[config.mk]
export PLATFORM = sky130hd
export DESIGN_NAME = xd_pulse_sched
export DESIGN_NICKNAME = d
export VERILOG_FILES = /design/src/rtl/xd_pulse_sched.sv
export SDC_FILE = /design/constraint.sdc
export NUM_CORES = 1
export LEC_CHECK = 0
export BUFFER_PORTS_ARGS = -buffer_cell sky130_fd_sc_hd__buf_2
export CORE_ASPECT_RATIO = 0.6
export CORE_MARGIN = 8
export CORE_UTILIZATION = 45
export DETAILED_ROUTE_END_ITERATION = 10
export GPL_ROUTABILITY_DRIVEN = 1
export HOLD_SLACK_MARGIN = 0.12
export PLACE_DENSITY = 0.68
export SLEW_MARGIN = 5
export SYNTH_ARGS = -nofsm -noshare
export SYNTH_HDL_FRONTEND = slang
export SYNTH_SLANG_ARGS = --single-unit
[constraint.sdc]
create_clock -name clk_i -period 2.1 [get_ports clk_i]
set_input_delay 0.105 -clock clk_i [delete_from_list [all_inputs] [get_ports clk_i]]
set_output_delay 0.105 -clock clk_i [all_outputs]
set_load 0.05 [all_outputs]
[src/rtl/xd_pulse_sched.sv]
// Round-robin scheduler that shares one toggle-based pulse crossing between N requesters.
// Each requester has a saturating event counter. pulse_o is spaced at least GAP cycles apart.
module xd_pulse_sched #(
  parameter int unsigned N     = 4,
  parameter int unsigned GAP   = 8,
  parameter int unsigned CNT_W = 4
) (
  input  logic                 clk_i,
  input  logic                 rst_i,
  input  logic [N-1:0]         req_i,
  input  logic                 en_i,
  output logic                 pulse_o,
  output logic [$clog2(N)-1:0] id_o,
  output logic                 busy_o,
  output logic [N-1:0]         pend_o,
  output logic [N-1:0]         drop_o
);

  localparam int unsigned ID_W = $clog2(N);
  localparam int unsigned GW   = $clog2(GAP);
  localparam logic [CNT_W-1:0] CNT_MAX  = '1;
  localparam logic [GW-1:0]    GAP_LOAD = GW'(GAP - 2);

  typedef enum logic [1:0] {S_IDLE, S_ISSUE, S_GAP} state_t;

  state_t           state_q, state_d;
  logic [ID_W-1:0]  grant_q, grant_d;
  logic [ID_W-1:0]  ptr_q, ptr_d;
  logic [GW-1:0]    gap_q, gap_d;
  logic             pulse_q, pulse_d;
  logic [ID_W-1:0]  id_q, id_d;
  logic             busy_q, busy_d;
  logic [N-1:0]     drop_q, drop_d;
  logic [CNT_W-1:0] cnt_q [N];
  logic [CNT_W-1:0] cnt_d [N];

  logic             sel_found;
  logic [ID_W-1:0]  sel_idx;

  always_ff @(posedge clk_i) begin
    if (rst_i) begin
      state_q <= S_IDLE;
      grant_q <= '0;
      ptr_q   <= '0;
      gap_q   <= '0;
      pulse_q <= 1'b0;
      id_q    <= '0;
      busy_q  <= 1'b0;
      drop_q  <= '0;
      for (int k = 0; k < N; k++) cnt_q[k] <= '0;
    end else begin
      state_q <= state_d;
      grant_q <= grant_d;
      ptr_q   <= ptr_d;
      gap_q   <= gap_d;
      pulse_q <= pulse_d;
      id_q    <= id_d;
      busy_q  <= busy_d;
      drop_q  <= drop_d;
      for (int k = 0; k < N; k++) cnt_q[k] <= cnt_d[k];
    end
  end

  // First nonzero counter at or after ptr, wrapping around.
  always_comb begin
    int unsigned j;
    j         = 0;
    sel_found = 1'b0;
    sel_idx   = '0;
    for (int unsigned i = 0; i < N; i++) begin
      j = 32'(ptr_q) + i;
      if (j >= N) j = j - N;
      if (!sel_found && (cnt_q[j] != '0)) begin
        sel_found = 1'b1;
        sel_idx   = ID_W'(j);
      end
    end
  end

  always_comb begin
    state_d = state_q;
    grant_d = grant_q;
    ptr_d   = ptr_q;
    gap_d   = gap_q;
    case (state_q)
      S_IDLE: begin
        if (en_i && sel_found) begin
          grant_d = sel_idx;
          state_d = S_ISSUE;
        end
      end
      S_ISSUE: begin
        ptr_d = (32'(grant_q) == N - 1) ? '0 : grant_q + 1'b1;
        gap_d = GAP_LOAD;
        state_d = (GAP == 2) ? S_IDLE : S_GAP;
      end
      S_GAP: begin
        gap_d = gap_q - 1'b1;
        if (gap_d == '0) state_d = S_IDLE;
      end
      default: state_d = S_IDLE;
    endcase
    // Outputs are registered from the next state so they line up with it.
    pulse_d = (state_d == S_ISSUE);
    id_d    = (state_d == S_ISSUE) ? grant_d : id_q;
    busy_d  = (state_d != S_IDLE);
  end

  // Per-requester counters: +req, -grant decrement, saturate with drop flag.
  always_comb begin
    logic dec;
    dec    = 1'b0;
    drop_d = '0;
    for (int unsigned k = 0; k < N; k++) begin
      dec      = (state_q == S_ISSUE) && (32'(grant_q) == k);
      cnt_d[k] = cnt_q[k];
      if (req_i[k] && !dec) begin
        if (cnt_q[k] == CNT_MAX) drop_d[k] = 1'b1;
        else                     cnt_d[k] = cnt_q[k] + 1'b1;
      end else if (!req_i[k] && dec) begin
        cnt_d[k] = cnt_q[k] - 1'b1;
      end
    end
  end

  always_comb begin
    for (int k = 0; k < N; k++) pend_o[k] = |cnt_q[k];
  end

  assign pulse_o = pulse_q;
  assign id_o    = id_q;
  assign busy_o  = busy_q;
  assign drop_o  = drop_q;

endmodule
After elaboration in Yosys (flattened, before gate mapping). Memory sizes are Yosys's and may differ from the RTL's. Index checks and enable logic that the tools add are counted.

Muxes and demuxes: 42. Magnitude comparators: 4. Reductions and logical operators: 44. Bitwise operators: 8. Add/sub/neg operators: 17. Equality and inequality tests: 10.

Operator list (count): 4-bit two-way mux (16); 2-bit two-way mux (13); 4-bit by 1-bit adder with 4-bit output (second input constant) (4); 4-bit == test (second input constant) (4); 1-bit logical AND (16); 4-bit nonzero test (4); 4-bit OR reduction (4); 4-bit by 1-bit subtractor with 4-bit output (second input constant) (4); 1-bit zero test (11); 1-bit two-way mux (11); 3-bit greater-or-equal comparator (second input constant) (3); 2-bit OR reduction (4); 2-bit by 1-bit subtractor with 2-bit output (second input constant) (4); 2-bit by 2-bit adder with 3-bit output (second input constant) (2); 2-bit by 1-bit == test with 1-bit output (second input constant) (3); 2-bit == test (second input constant) (3); 2-bit one-hot mux with 3 select lines (1); 3-bit one-hot mux with 2 select lines (1); 2-bit zero test (2); 1-bit NOT (4); 1-bit bitwise OR (4); 2-bit nonzero test (2); 2-bit by 1-bit adder with 3-bit output (second input constant) (1); 2-bit by 3-bit greater-or-equal comparator with 1-bit output (second input constant) (1); 3 further kinds (3).

Flip-flop bits (word level): 17. Memories kept: 1. Input port bits: 7. Bits in writable memories: 16.

Memories: cnt_q (depth 4, bits a word 4, rd ports 8, clocked after Yosys merged registers in 0, wr ports 4, RTL line 34) `logic [CNT_W-1:0] cnt_q [N];`.

Longest topological paths before layout. Gate-level depths: netlist of run 1. An unclocked memory read counts as a cell.

Depth in word-level cells: 18. Depth in mapped cells: 11.

Least setup slack after synthesis of run 1. No wires, ideal clock.

Path type: register -> register. From: mem cnt_q[3][0]. To: reg id_q[1], in the netlist id_o[1]. Required time: 2.027 ns. Path buffers: 0. Data arrival time: 2.296 ns. Period minus slack after synthesis: 2.369 ns. Cell stages (with the launch flop): 8. Slack: -0.269 ns. Library setup time: 0.073 ns. Cells stage by stage: dfxtp_1 nor4_4 inv_2 mux4_2 a41oi_2 a21oi_2 or3_1 o211ai_2.

RTL lines: start: declaration (RTL line 34); end signal: assignment (RTL line 57) `id_q <= id_d;`; end: declaration (RTL line 31) `logic [ID_W-1:0] id_q, id_d;`.

==> out/results.tsv, run 1 <==
stage	metric	value	unit
status	status	complete, but fails checks	
status	failed_checks	setup timing	
timing	whs	198	ps
synthesis	synth_top_area_share	33.1	%
routing	dr.first_iter.drc_count	81	
routing	wl_met2	2.10	mm
routing	top_layer_used	met4	
layout	final_nets	323	
routing	met1_length	2.61	mm
global_route	grt_max_degree	35	
worst_setup_path	crit_family	simple AND/OR/NAND/NOR gates	
timing	rsz0062_at_grt	true	
synthesis	async_reset_ff_share	0	%
synthesis	synth_cell_types	43	
placed_design	io_buffers	18	
synthesis	yosysTopAreaCell	dfxtp_1	
synthesis	synth-edff-count	0	
cts	cts_root_buf	clkbuf_8	
synthesis	syn_avg_cell_area	9.32	µm²
worst_setup_path	cpPeakStageDelay	520	ps
power	p_per_area	1390	nW/µm²
global_route	grt_antenna_before_repair	0	
cts	clock_latency	290	ps
synthesis	synth.area.top_cells	dfxtp_1, ha_1, nor2_1	
global_route	grt.total_usage	14.1	%
hold_path	hold_class	input pin to flip-flop	
placed_design	place.gp.congestion	0.834	
layout	syn2layout_area_growth	34.4	%
routing	ant_nets	0	
die	core	4540	µm²
global_route	grt_overflow	0	
cts	clock_sinks	35	
synthesis	synthFlopType	dfxtp_1	
timing	clock.fmax	0.453	GHz
power	p_leak	1.30	nW
die	pin_count	19	
placed_design	dp_hpwl	3.65	mm
die	die_x	105	µm
worst_setup_path	path_buf_inv	1	
synthesis	synth_seq_cells	35	
cts	cts_buffers	5	
layout	multiInputGateArea	1460	µm²
power	vdd_drop_max	0.474	mV
cts	h-tree-depth	2	
timing	hold_viol	0	
placed_design	dpl_cell_area	2590	µm²
routing	routed_wl	5.06	mm
global_route	grt_pass1_vias	1773	
worst_setup_path	crit_chain	nor4_4, inv_4, mux4_2, a41oi_4, a21oi_4, or3_1, o211ai_2	
layout	diodes	0	
synthesis	synth_common_cells	nor2_1, dfxtp_1, ha_1	
worst_setup_path	cp-start-kind	flip-flop	
die	dieArea	7220	µm²
worst_setup_path	path_max_fanout	4	
timing	fin_crit_sh	105	%
layout	finalInstanceArea	2840	µm²
synthesis	syn-cell-area	2120	µm²
worst_setup_path	arrival	2430	ps
worst_setup_path	end_kind	flip-flop	
routing	vias	1859	
layout	layout.cells.non_filler	358	
die	die_h	69.1	µm
timing	finalSetupViolations	4	
synthesis	synth_most_common_cell	nor2_1	
worst_setup_path	slowest_stage	mux4_2	
timing	fin_crit	2210	ps
cts	clk_pin_slew	70	ps
synthesis	ys_seq_area_share	33.1	%
run	drv_cap	0	
routing	wl_per_cell	14.1	µm
synthesis	synth.yosys.warnings	0	
placed_design	dp_cells	345	
timing	timing.final.ws_setup	-108	ps
die	initial_core_util	46.6	%
cts	cts_buffer_depth	2	
layout	n_fill_cell	382	
synthesis	synth_nets	256	
timing	fin_skew	5.48	ps
synthesis	synth_cells	227	
routing	wl_met3	275	µm
die	rows	19	
layout	final_util	62.6	%
placed_design	dp_worst_setup_slack	-101	ps
layout	drive_gt1_share	38.6	%
timing	tightest_slew	638	ps
routing	vias_per_cell	5.19	
global_route	grt_pass1_wl	8.51	mm
layout	regArea	708	µm²
timing	slew_viol_final	0	
cts	cts_tree	yes	
routing	drcViolationCount	0	
timing	max_slew_margin	57.5	%
routing	first_pass_iters	4	
worst_setup_path	critPathKind	flip-flop to flip-flop	
worst_setup_path	crit_required	2320	ps
==> area by class of cell <==
| cell class | instances | share of cell area [%] |
|---|---|---|
| well taps | 63 | 2.77 |
| clock buffers | 6 | 2.55 |
| inverters | 15 | 2.24 |
| clock inverters | 2 | 0.440 |
| flip-flops and latches | 35 | 24.9 |
| repair buffers | 65 | 15.7 |
| multi-input cells | 172 | 51.4 |
==> flip-flops by register name, indices dropped and copies added, names as in the netlist, named ones only <==
| name | flops |
|---|---|
| drop_o | 4 |
| ptr_q | 2 |
| cnt_q | 16 |
| state_q | 2 |
| gap_q | 3 |
| id_o | 2 |
| busy_o | 1 |
| grant_q | 2 |
| pulse_o | 1 |
==> layout by cell type, fill, tap and decap left out, types with 6 or more instances in the layout <==
master   count
nor3_1       7
xor2_1       8
ha_1        15
nor2_1      37
nand4_1      6
nand2_1     11
mux2i_1     13
inv_1       10
buf_2       18
dfxtp_1     29
buf_4       46
a21oi_1      7
dfxtp_2      6
==> worst reg2reg max path: stages (launching register included) <==
cell and delay, ps:
dfxtp_2 340, nor4_4 390, inv_4 50, mux4_2 520, a41oi_4 260, a21oi_4 120, or3_1 330, o211ai_2 140
==> report_power, final <==
part | internal, mW | leakage, nW | switching (mW)
Combinational | 1.13 | 0.974 | 1.32
Sequential | 0.840 | 0.290 | 0.183
Clock | 0.232 | 0.0412 | 0.254
Total | 2.20 | 1.30 | 1.76
==> metrics by stage <==
stage / TNS (ps) / total power [mW]
2_1_floorplan: -602 / 2.42
3_3_place_gp: -84.3 / 3.10
3_5_place_dp: -262 / 3.14
4_1_cts: -118 / 3.75
5_1_grt: -756 / 4.25
6_report: -235 / 3.96
==> cell families after synthesis <==
logic type,after synthesis,share of synthesized area [%]
DFF,35,33.1
AOI/OAI and AO/OA,36,12.6
buffers and inverters,20,3.55
muxes,17,10.1
xor gates and xnor gates,13,5.38
and+or+nand+nor,84,20.9
adders and majority gates,22,14.4
==> layer usage <==
| metal | track usage (%) | vias to the layer above |
|---|---|---|
| met5 | 0 | - |
| met4 | 5.42 | 0 |
| met3 | 4.08 | 7 |
| met2 | 18.7 | 48 |
| met1 | 20.6 | 860 |
| li1 | - | 944 |
==> final timing paths <==
path | depth (start not counted) | slack (ps) | from | end
worst max-delay path | 7 | -110 | cnt_q[3][3] | id_o[1]
worst min-delay path | 4 | 200 | req_i[3] | drop_o[3]
worst max register to register | 7 | -110 | cnt_q[3][3] | id_o[1]
worst min register to register | 2 | 480 | gap_q[1] | gap_q[1]
==> timing repair <==
item / CTS / global route
pin swaps: 5 / 6
buffers inserted: 5 / 0
gates resized for setup: 7 / 24
setup endpoints to repair: 7 / 12
hold buffers: 0 / 0
Note: power is estimated with default switching activity, not from simulation.
==> run 2: changes to the inputs <==
- CTS_BUF_LIST: not set -> sky130_fd_sc_hd__clkbuf_8
- TNS_END_PERCENT: not set -> 5
==> run 2 against run 1 <==
  * The run still ends with setup timing left
  * Non-clock buffer count down 7
  * Highest routed layer unchanged
  * Hold slack better by 6.5 ps
  * Global-route usage down 0.56 points
  * Critical path type unchanged
  * Combinational power is 11% lower
  * Sequential share of layout area rose by 0.77 points
==> out/results.tsv, run 2 (same netlist as run 1, synthesis figures left out) <==
stage	metric	value	unit	change
power	vdd_drop_max	0.488	mV	+2.9%
die	core	4540	µm²	unchanged
layout	final_cell_mix	buf_4, nor2_1, dfxtp_1		
layout	largest_reg_flops	16		unchanged
run	drv_cap	0		unchanged
cts	cts_buffer_depth	2		unchanged
worst_setup_path	cpPeakStageDelay	500	ps	-20 ps
cts	h-tree-depth	2		unchanged
layout	syn2layout_area_growth	30.2	%	
global_route	grt_pass1_wl	8.00	mm	-6.1%
power	p_per_area	1400	nW/µm²	+0.30%
timing	timing.final.ws_setup	-82.9	ps	+24.9 ps
timing	whs	204	ps	+6.50 ps
status	failed_checks	setup timing		
hold_path	hold_path.startpoint	req_i[3]		
cts	cts_root_buf	clkbuf_8		
routing	first_pass_iters	4		unchanged
placed_design	dp_hpwl	3.59	mm	-1.6%
cts	post_cts_buffers	0		-5
timing	hold_viol	0		unchanged
die	die_h	69.1	µm	unchanged
timing	fin_crit	2180	ps	-24.9 ps
worst_setup_path	path_max_fanout	4		unchanged
global_route	grt_antenna_before_repair	0		unchanged
die	dieArea	7220	µm²	unchanged
hold_path	hold_class	input pin to flip-flop		
routing	ant_nets	0		unchanged
global_route	grt_overflow	0		unchanged
power	p_leak	1.27	nW	-2.6%
placed_design	dpl_cell_area	2570	µm²	-0.82%
die	die_x	105	µm	unchanged
timing	finalSetupViolations	5		+1
layout	finalInstanceArea	2750	µm²	-3.2%
timing	fin_crit_sh	104	%	-1.2 points
layout	mostFrequentLayoutCell	buf_4		
worst_setup_path	critPathKind	flip-flop to flip-flop		
global_route	grt.total_usage	13.6	%	-0.56 points
placed_design	io_buffers	18		unchanged
routing	wl_per_cell	13.7	µm	-3.2%
worst_setup_path	end_kind	flip-flop		
cts	hold_buffers	0		unchanged
die	pin_count	19		unchanged
worst_setup_path	regToRegStartpoint	cnt_q[3][1]		
global_route	grt_pass1_vias	1688		-4.8%
routing	routed_wl	4.80	mm	-5.1%
die	initial_core_util	46.6	%	unchanged
cts	cts_buffers	5		unchanged
status	status	complete, but fails checks		
worst_setup_path	crit_required	2330	ps	about the same
timing	fin_skew	4.58	ps	-0.901 ps
routing	vias	1798		-3.3%
worst_setup_path	slowest_stage	mux4_2		
timing	max_slew_margin	56.2	%	-1.3 points
worst_setup_path	crit_family	simple AND/OR/NAND/NOR gates		
layout	final_nets	316		-2.2%
routing	drcViolationCount	0		unchanged
routing	dr.first_iter.drc_count	55		-32%
timing	clock.fmax	0.458	GHz	+1.1%
layout	diodes	0		unchanged
timing	tightest_slew	657	ps	+18.8 ps
cts	clock_sinks	35		unchanged
placed_design	place.gp.congestion	0.797		-4.5%
cts	clock_latency	290	ps	about the same
die	rows	19		unchanged
global_route	grt_max_degree	35		unchanged
worst_setup_path	arrival	2410	ps	-20 ps
layout	drive_gt1_share	35.1	%	-3.6 points
worst_setup_path	path_buf_inv	1		unchanged
timing	rsz0062_at_grt	true		
routing	vias_per_cell	5.12		-1.4%
layout	regMostFlops	cnt_q		
cts	cts_tree	yes		
worst_setup_path	cp-start-kind	flip-flop		
worst_setup_path	startpoint	cnt_q[3][1]		
worst_setup_path	crit_chain	nor4_4, inv_4, mux4_2, a41oi_2, a21oi_2, or3_1, o211ai_2		
cts	clk_pin_slew	80	ps	about the same
timing	slew_viol_final	0		unchanged
[run 2: changes by cell type in the layout (fill, tap and decap cells not counted), sizes merged]
| cell | change |
|---|---|
| bufinv | +1 |
| clkbuf | -1 |
| buf | -7 |
| inv | +1 |
| clkinvlp | -1 |
[run 2: layer usage]
layer / share of wire, % / vias to the layer above / global-route usage, % / wire length (µm)
met5: 0 / - / 0 / 0
met4: 0.71 / 0 / 5.42 / 34
met3: 5.6 / 2 / 4.64 / 267
met2: 41 / 42 / 18.2 / 1970
met1: 53 / 825 / 19.1 / 2530
li1: - / 929 / - / -
[run 2: layout make-up]
type                       count  area (µm²)
fill                         410        1790
multi-input combinational    172        1400
sequential                    35         707
timing repair buffer          58         390
tap                           63        78.8
clock buffer                   5        68.8
inverter                      15        61.3
clock inverter                 3        47.5
[run 2: where the power goes]
group	total, mW	internal, mW	switching, mW	leakage, nW
sequential	1.01	0.839	0.175	0.289
clock	0.644	0.360	0.284	0.0587
combinational	2.19	0.988	1.20	0.924
[run 2: tightest hold or removal path, delay by kind of cell]
| kind | cells | cell delay [ps] |
|---|---|---|
| AND/OR/NAND/NOR | 2 | 110 |
| buffers and inverters | 2 | 230 |
[run 2: path summary, 6_finish.rpt]
kind | end | slack (ps) | cells after the start
max reg2reg | id_o[1] | -80 | 7
min reg2reg | gap_q[1] | 490 | 2
min | drop_o[3] | 200 | 4
max | id_o[1] | -80 | 7
[run 2: through the flow]
stage / cells / util, % / setup TNS [ps] / total power, mW / worst slack, ps
floorplan: 227 / - / -744 / 2.41 / -189
global placement: 343 / 56.7 / -157 / 3.06 / -84.6
detailed placement: 343 / 56.7 / -447 / 3.10 / -177
CTS: 351 / 59.5 / -202 / 3.78 / -81.3
global route: 351 / 60.7 / -790 / 4.11 / -152
finish: 351 / 60.7 / -268 / 3.85 / -82.9
[run 2: timing repair]
item                                    4_1_cts  5_1_grt
endpoints found under the setup margin        7        9
gates resized for setup                       5       15
hold endpoints to repair                      0        0
pin swaps                                     1        2
